## src/rtl/sdram_arbit.sv

```systemverilog
// rtl/sdram_arbit.sv - SDRAM command arbiter between init, refresh, write and read engines
// Priority refresh > write > read; the owner holds the bus until its own end strobe.
module sdram_arbit #(
    parameter int          DQ_W    = 16,
    parameter logic [17:0] NOP_CMD = 18'h1c000
) (
    input  logic            clk,
    input  logic            rst,
    input  logic            init_end,
    input  logic [17:0]     init_cmd,
    input  logic            ref_req,
    output logic            ref_en,
    input  logic [17:0]     ref_cmd,
    input  logic            ref_end,
    input  logic            w_req,
    output logic            w_en,
    input  logic [17:0]     w_cmd,
    input  logic [DQ_W-1:0] w_dq,
    input  logic            write_ref_break_end,
    input  logic            write_data_end,
    input  logic            r_req,
    output logic            r_en,
    input  logic [17:0]     r_cmd,
    input  logic            read_ref_break_end,
    input  logic            read_data_end,
    output logic            sdram_cs_n,
    output logic            sdram_ras_n,
    output logic            sdram_cas_n,
    output logic            sdram_we_n,
    output logic [1:0]      sdram_ba,
    output logic [11:0]     sdram_addr,
    output logic [DQ_W-1:0] sdram_dq_out,
    output logic            sdram_dq_oe
);

    typedef enum logic [4:0] {
        INIT  = 5'b00001,
        ARBIT = 5'b00010,
        AREF  = 5'b00100,
        WRITE = 5'b01000,
        READ  = 5'b10000
    } state_t;

    state_t            state_q, state_d;
    logic [17:0]       cmd_q, cmd_d;
    logic [DQ_W-1:0]   dq_q;
    logic              dq_oe_q;
    logic              ref_en_q, w_en_q, r_en_q;
    logic              ref_en_d, w_en_d, r_en_d;

    always_comb begin
        state_d = state_q;
        unique case (state_q)
            INIT:  if (init_end) state_d = ARBIT;
            ARBIT: begin
                if (ref_req)     state_d = AREF;
                else if (w_req)  state_d = WRITE;
                else if (r_req)  state_d = READ;
            end
            AREF:  if (ref_end) state_d = ARBIT;
            WRITE: if (write_data_end || write_ref_break_end) state_d = ARBIT;
            READ:  if (read_data_end || read_ref_break_end) state_d = ARBIT;
            default: state_d = INIT;
        endcase
    end

    // Grants mirror the ARBIT decision so they fire on the edge that leaves ARBIT.
    always_comb begin
        ref_en_d = (state_q == ARBIT) && ref_req;
        w_en_d   = (state_q == ARBIT) && !ref_req && w_req;
        r_en_d   = (state_q == ARBIT) && !ref_req && !w_req && r_req;
    end

    always_comb begin
        cmd_d = NOP_CMD;
        unique case (state_q)
            INIT:    cmd_d = init_cmd;
            AREF:    cmd_d = ref_cmd;
            WRITE:   cmd_d = w_cmd;
            READ:    cmd_d = r_cmd;
            default: cmd_d = NOP_CMD;
        endcase
    end

    always_ff @(posedge clk) begin
        if (rst) begin
            state_q  <= INIT;
            cmd_q    <= NOP_CMD;
            dq_q     <= '0;
            dq_oe_q  <= 1'b0;
            ref_en_q <= 1'b0;
            w_en_q   <= 1'b0;
            r_en_q   <= 1'b0;
        end else begin
            state_q  <= state_d;
            cmd_q    <= cmd_d;
            dq_q     <= w_dq;
            dq_oe_q  <= (state_q == WRITE);
            ref_en_q <= ref_en_d;
            w_en_q   <= w_en_d;
            r_en_q   <= r_en_d;
        end
    end

    assign ref_en       = ref_en_q;
    assign w_en         = w_en_q;
    assign r_en         = r_en_q;
    assign sdram_cs_n   = cmd_q[17];
    assign sdram_ras_n  = cmd_q[16];
    assign sdram_cas_n  = cmd_q[15];
    assign sdram_we_n   = cmd_q[14];
    assign sdram_ba     = cmd_q[13:12];
    assign sdram_addr   = cmd_q[11:0];
    assign sdram_dq_out = dq_q;
    assign sdram_dq_oe  = dq_oe_q;

endmodule

```

## config.mk

```make
export PLATFORM = sky130hd
export DESIGN_NAME = sdram_arbit
export DESIGN_NICKNAME = d
export VERILOG_FILES = /design/src/rtl/sdram_arbit.sv
export SDC_FILE = /design/constraint.sdc
export NUM_CORES = 1
export LEC_CHECK = 0
export BUFFER_PORTS_ARGS = -buffer_cell sky130_fd_sc_hd__buf_2
export CELL_PAD_IN_SITES_DETAIL_PLACEMENT = 0
export CELL_PAD_IN_SITES_GLOBAL_PLACEMENT = 1
export CORE_UTILIZATION = 27
export CTS_CLUSTER_SIZE = 40
export DETAILED_ROUTE_END_ITERATION = 10
export PLACE_DENSITY = 0.78
export SYNTH_ARGS = -nofsm -noshare
export SYNTH_HDL_FRONTEND = slang
export SYNTH_SLANG_ARGS = --single-unit
```

## constraint.sdc

```tcl
create_clock -name clk -period 2.4 [get_ports clk]
set_clock_uncertainty 0.2 [all_clocks]
set_input_delay 0.36 -clock clk [delete_from_list [all_inputs] [get_ports clk]]
set_output_delay 0.36 -clock clk [all_outputs]
set_load 0.05 [all_outputs]
```

==> impl_results.html <==
<table>
<tr><th>Metric</th><th>Value</th></tr>
<tr><th colspan="2">Clock tree</th></tr>
<tr><td>Maximum number of buffers from clock root to sink</td><td>2</td></tr>
<tr><td>Postcts setup bufs</td><td>0</td></tr>
<tr><td>H-Tree Depth</td><td>2</td></tr>
<tr><td>Worst skew pair latency</td><td>0.29 ns</td></tr>
<tr><td>Clock net sink count</td><td>43</td></tr>
<tr><td>Clock root buffer</td><td>sky130_fd_sc_hd__clkbuf_8</td></tr>
<tr><td>CTS tree</td><td>built</td></tr>
<tr><td>Number of buffers added by the clock tree synthesis step</td><td>5</td></tr>
<tr><td>Clock slew at the register clock pins of the worst setup and hold paths</td><td>0.08 ns</td></tr>
<tr><th colspan="2">Power and ir drop</th></tr>
<tr><td>Tot Pwr</td><td>1.91 mW</td></tr>
<tr><td>Internal portion of total power</td><td>1.21 mW</td></tr>
<tr><td>Switching power share of the total</td><td>36.5%</td></tr>
<tr><td>Peak supply drop</td><td>0.284 mV</td></tr>
<tr><td>Part of the total power dissipated in the clock network</td><td>24.3%</td></tr>
<tr><td>Combinational Power Share</td><td>32.7%</td></tr>
<tr><td>P_leak</td><td>1.22 nW</td></tr>
<tr><td>Total net switching power</td><td>0.697 mW</td></tr>
<tr><td>Cell area power density</td><td>739 nW/um2</td></tr>
<tr><td>Sequential Power Share</td><td>43.0%</td></tr>
<tr><th colspan="2">STA</th></tr>
<tr><td>Max Transition Viols Final</td><td>0</td></tr>
<tr><td>Post-Route Setup TNS</td><td>0 ns</td></tr>
<tr><td>Highest achievable clock rate</td><td>457 MHz</td></tr>
<tr><td>Max transition margin</td><td>28.5%</td></tr>
<tr><td>Minimum clock period</td><td>2.19 ns</td></tr>
<tr><td>Total count of hold-check failures in the final report</td><td>0</td></tr>
<tr><td>Setup repair after global routing missed its margin</td><td>false</td></tr>
<tr><td>Transition time at the pin with the least slew margin</td><td>1.06 ns</td></tr>
<tr><td>Final setup violation count</td><td>0</td></tr>
<tr><td>Tcrit/Tclk final</td><td>91.2%</td></tr>
<tr><th colspan="2">Place</th></tr>
<tr><td>Routability cong.</td><td>0.757</td></tr>
<tr><td>HPWL after detailed placement</td><td>4.06 mm</td></tr>
<tr><td>Number of buffers added on ports</td><td>136</td></tr>
<tr><th colspan="2">Route</th></tr>
<tr><td>Met2 WL</td><td>2.55 mm</td></tr>
<tr><td>Wire length the detailed router placed on met1</td><td>2.31 mm</td></tr>
<tr><td>Via Count</td><td>1,742</td></tr>
<tr><td>Initial detailed-routing violation count</td><td>74</td></tr>
<tr><td>Total length of routed wires</td><td>5.24 mm</td></tr>
<tr><td>Remaining antenna violation count</td><td>0</td></tr>
<tr><td>Number of vias per cell after detailed routing</td><td>4.60</td></tr>
<tr><td>DR DRC count</td><td>0</td></tr>
<tr><td>Top Layer Used</td><td>met4</td></tr>
<tr><td>DR pass1 iterations</td><td>4</td></tr>
<tr><td>Detailed-route wire length per cell</td><td>13.8 um</td></tr>
<tr><td>Routed wl met3</td><td>279 um</td></tr>
<tr><th colspan="2">Logic synthesis</th></tr>
<tr><td>Number of instances in the synthesized netlist</td><td>167</td></tr>
<tr><td>Yosys warning total</td><td>0</td></tr>
<tr><td>Synthesis-stage register bit count</td><td>43</td></tr>
<tr><td>Count of different cell masters after synthesis</td><td>33</td></tr>
<tr><td>Sequential share of the synthesized area</td><td>48.3%</td></tr>
<tr><td>Per-instance average area after synthesis</td><td>10.7 um2</td></tr>
<tr><td>Syn_nets</td><td>266</td></tr>
<tr><td>Post-synthesis instance area</td><td>1780 um2</td></tr>
<tr><th colspan="2">Cells and area</th></tr>
<tr><td>Layout area overhead</td><td>45.2%</td></tr>
<tr><td>Layout fillers</td><td>665</td></tr>
<tr><td>Layout Nets</td><td>401</td></tr>
<tr><td>Flip-flop and latch area</td><td>861 um2</td></tr>
<tr><td>Diode count</td><td>0</td></tr>
<tr><td>Share of cells above drive strength 1</td><td>54.0%</td></tr>
<tr><td>Final core utilization</td><td>40.7%</td></tr>
<tr><td>Area of the multi-input gates</td><td>807 um2</td></tr>
<tr><th colspan="2">Min path</th></tr>
<tr><td>Type of the worst min-delay path</td><td>in2reg</td></tr>
<tr><th colspan="2">Global routing</th></tr>
<tr><td>Overflow left after global routing</td><td>0</td></tr>
<tr><td>Global-route wire length before repair</td><td>8.46 mm</td></tr>
<tr><td>Number of antenna violations at the first check in global routing</td><td>0</td></tr>
<tr><td>GRT Overall Usage</td><td>15.4%</td></tr>
<tr><td>Vias in the first global route</td><td>1,768</td></tr>
<tr><td>Largest net degree at the start of global routing</td><td>24</td></tr>
<tr><th colspan="2">Critical path</th></tr>
<tr><td>Type of the worst setup path</td><td>reg2reg</td></tr>
<tr><td>Data required time at the worst endpoint</td><td>2.42 ns</td></tr>
<tr><td>Kind of cell with the highest combined delay on the critical path</td><td>simple AND/OR/NAND/NOR gates</td></tr>
<tr><td>Slowest cell delay on critical path</td><td>0.82 ns</td></tr>
<tr><td>Slowest cell on crit path</td><td>sky130_fd_sc_hd__nor4_4</td></tr>
<tr><td>Startpoint type of the worst setup path</td><td>flop</td></tr>
<tr><td>Count of buffer and inverter cells on the critical path</td><td>0</td></tr>
<tr><td>Element type at the critical path end</td><td>flop</td></tr>
<tr><td>Crit-path max FO</td><td>19</td></tr>
<tr><td>Worst path cell trace</td><td>nand2b_1 &gt; nor4_4 &gt; a22oi_1 &gt; a21oi_4</td></tr>
<tr><td>Data arrival time of the critical path</td><td>2.21 ns</td></tr>
<tr><th colspan="2">Floorplanning</th></tr>
<tr><td>Die W</td><td>83.2 um</td></tr>
<tr><td>Initial standard-cell utilization of the core</td><td>28.1%</td></tr>
<tr><td>I/O Pins</td><td>137</td></tr>
<tr><td>Rows</td><td>29</td></tr>
<tr><td>Placeable core region</td><td>6350 um2</td></tr>
<tr><td>Vert. Die Dim</td><td>83.2 um</td></tr>
<tr><td>Total Die Area</td><td>6930 um2</td></tr>
<tr><th colspan="2">Run status</th></tr>
<tr><td>Status</td><td>completed</td></tr>
<tr><th colspan="2">Job</th></tr>
<tr><td>Max-capacitance violation count</td><td>0</td></tr>
</table>
-- cell usage in the layout, fill, tap and decap left out --
| cell | count |
|---|---|
| sky130_fd_sc_hd__o21bai_1 | 1 |
| sky130_fd_sc_hd__nor4_4 | 2 |
| sky130_fd_sc_hd__and3_1 | 2 |
| sky130_fd_sc_hd__xor2_1 | 1 |
| sky130_fd_sc_hd__nor2_1 | 5 |
| sky130_fd_sc_hd__and2_1 | 1 |
| sky130_fd_sc_hd__a22oi_1 | 36 |
| sky130_fd_sc_hd__clkinv_2 | 1 |
| sky130_fd_sc_hd__buf_2 | 136 |
| sky130_fd_sc_hd__and3b_1 | 1 |
| sky130_fd_sc_hd__a21oi_4 | 1 |
| sky130_fd_sc_hd__buf_4 | 4 |
| sky130_fd_sc_hd__buf_12 | 1 |
| sky130_fd_sc_hd__a21oi_1 | 7 |
| sky130_fd_sc_hd__nor4b_1 | 3 |
| sky130_fd_sc_hd__a21oi_2 | 9 |
| sky130_fd_sc_hd__nor2b_1 | 18 |
| sky130_fd_sc_hd__nor4b_4 | 1 |
| sky130_fd_sc_hd__o21ai_0 | 2 |
| sky130_fd_sc_hd__clkbuf_8 | 6 |
| sky130_fd_sc_hd__nand4_1 | 4 |
| sky130_fd_sc_hd__nand2_1 | 2 |
| sky130_fd_sc_hd__nand3_1 | 2 |
| sky130_fd_sc_hd__a21o_1 | 1 |
| sky130_fd_sc_hd__a221oi_2 | 1 |
| sky130_fd_sc_hd__inv_1 | 1 |
| sky130_fd_sc_hd__or3_2 | 1 |
| sky130_fd_sc_hd__o22ai_1 | 2 |
| sky130_fd_sc_hd__nand2b_1 | 3 |
| sky130_fd_sc_hd__dfxtp_1 | 43 |
| sky130_fd_sc_hd__nor3b_1 | 2 |
| sky130_fd_sc_hd__nor3_1 | 2 |
-- sequential cells by signal, indices dropped and copies added (netlist names) --
name          cells
cmd_q            18
r_en              1
ref_en            1
sdram_dq_oe       1
sdram_dq_out     16
state_q           5
w_en              1
-- cells in the mapped netlist, drive strengths merged --
master	instances	share of area, %
nand3	2	0.56
o21bai	1	0.42
inv	1	0.21
or3	1	0.35
and3	2	0.70
nor4	2	2.4
nor3b	2	0.84
a221oi	1	0.84
nor3	2	0.56
xor2	1	0.49
a21oi	17	7.3
clkbuf	3	0.84
and3b	1	0.49
nor4b	4	2.8
nand4	4	1.4
nand2b	3	1.1
and2	1	0.35
nor2b	18	6.3
nor2	5	1.1
a21o	1	0.42
a22oi	36	15
nand2	2	0.42
o22ai	2	0.70
dfxtp	43	48
o21ai	2	0.56
buf	10	5.4
-- logic make-up (layout without fill, tap and decap cells) --
| group | count (synthesis) | after routing | synth area share, % |
|---|---|---|---|
| AOI/OAI and AO/OA | 60 | 60 | 25.4 |
| xor gates and xnor gates | 1 | 1 | 0.492 |
| buffers and inverters | 14 | 149 | 6.46 |
| DFF | 43 | 43 | 48.3 |
| and+or+nand+nor | 49 | 49 | 19.3 |
-- layout make-up --
| cell class | instances | share of cell area [%] |
|---|---|---|
| Clock inverter | 1 | 0.194 |
| Tap cell | 77 | 3.73 |
| Sequential cell | 43 | 33.3 |
| Clock buffer | 6 | 3.19 |
| Inverter | 1 | 0.145 |
| Multi-Input combinational cell | 110 | 31.2 |
| Timing Repair Buffer | 141 | 28.3 |
-- power groups by stage --
stage | Combinational [mW] | Clock, mW | Sequential (mW)
after floorplan | 0.246 | 0 | 1.05
after global placement | 0.627 | 0 | 0.837
after detailed placement | 0.631 | 0 | 0.840
after CTS | 0.632 | 0.487 | 0.824
after global routing | 0.667 | 0.520 | 0.831
final | 0.624 | 0.465 | 0.822
-- metal layers --
| metal | track usage (%) | vias to the layer above |
|---|---|---|
| met5 | 0 | - |
| met2 | 26.3 | 66 |
| li1 | - | 886 |
| met3 | 3.68 | 8 |
| met1 | 18.6 | 782 |
| met4 | 5.80 | 0 |
-- stage by stage --
step           instances  setup slack (ns)  hold WS, ns  cell area [um2]
4_1_cts              379            0.0850       0.0589             2580
6_report             379             0.211       0.0689             2590
3_5_place_dp         372            0.0990        0.373             2500
5_1_grt              379            0.0592       0.0588             2590
3_3_place_gp         372             0.131        0.367             2500
2_1_floorplan        167             0.655        0.246             1780
-- path summary, 6_finish.rpt --
kind,slack (ns),depth (start not counted),end,from
setup / recovery,0.21,4,cmd_q[5],state_q[2]
hold / removal,0.07,2,sdram_dq_out[14],w_dq[14]
setup reg to reg,0.21,4,cmd_q[5],state_q[2]
hold reg to reg,0.46,2,state_q[3],state_q[3]
-- timing repair --
item | in CTS | in global routing
hold buffers | 0 | 0
gates resized for setup | 0 | 1
endpoints found under the setup margin | 0 | 5
Power figures use the tool's default switching activity.
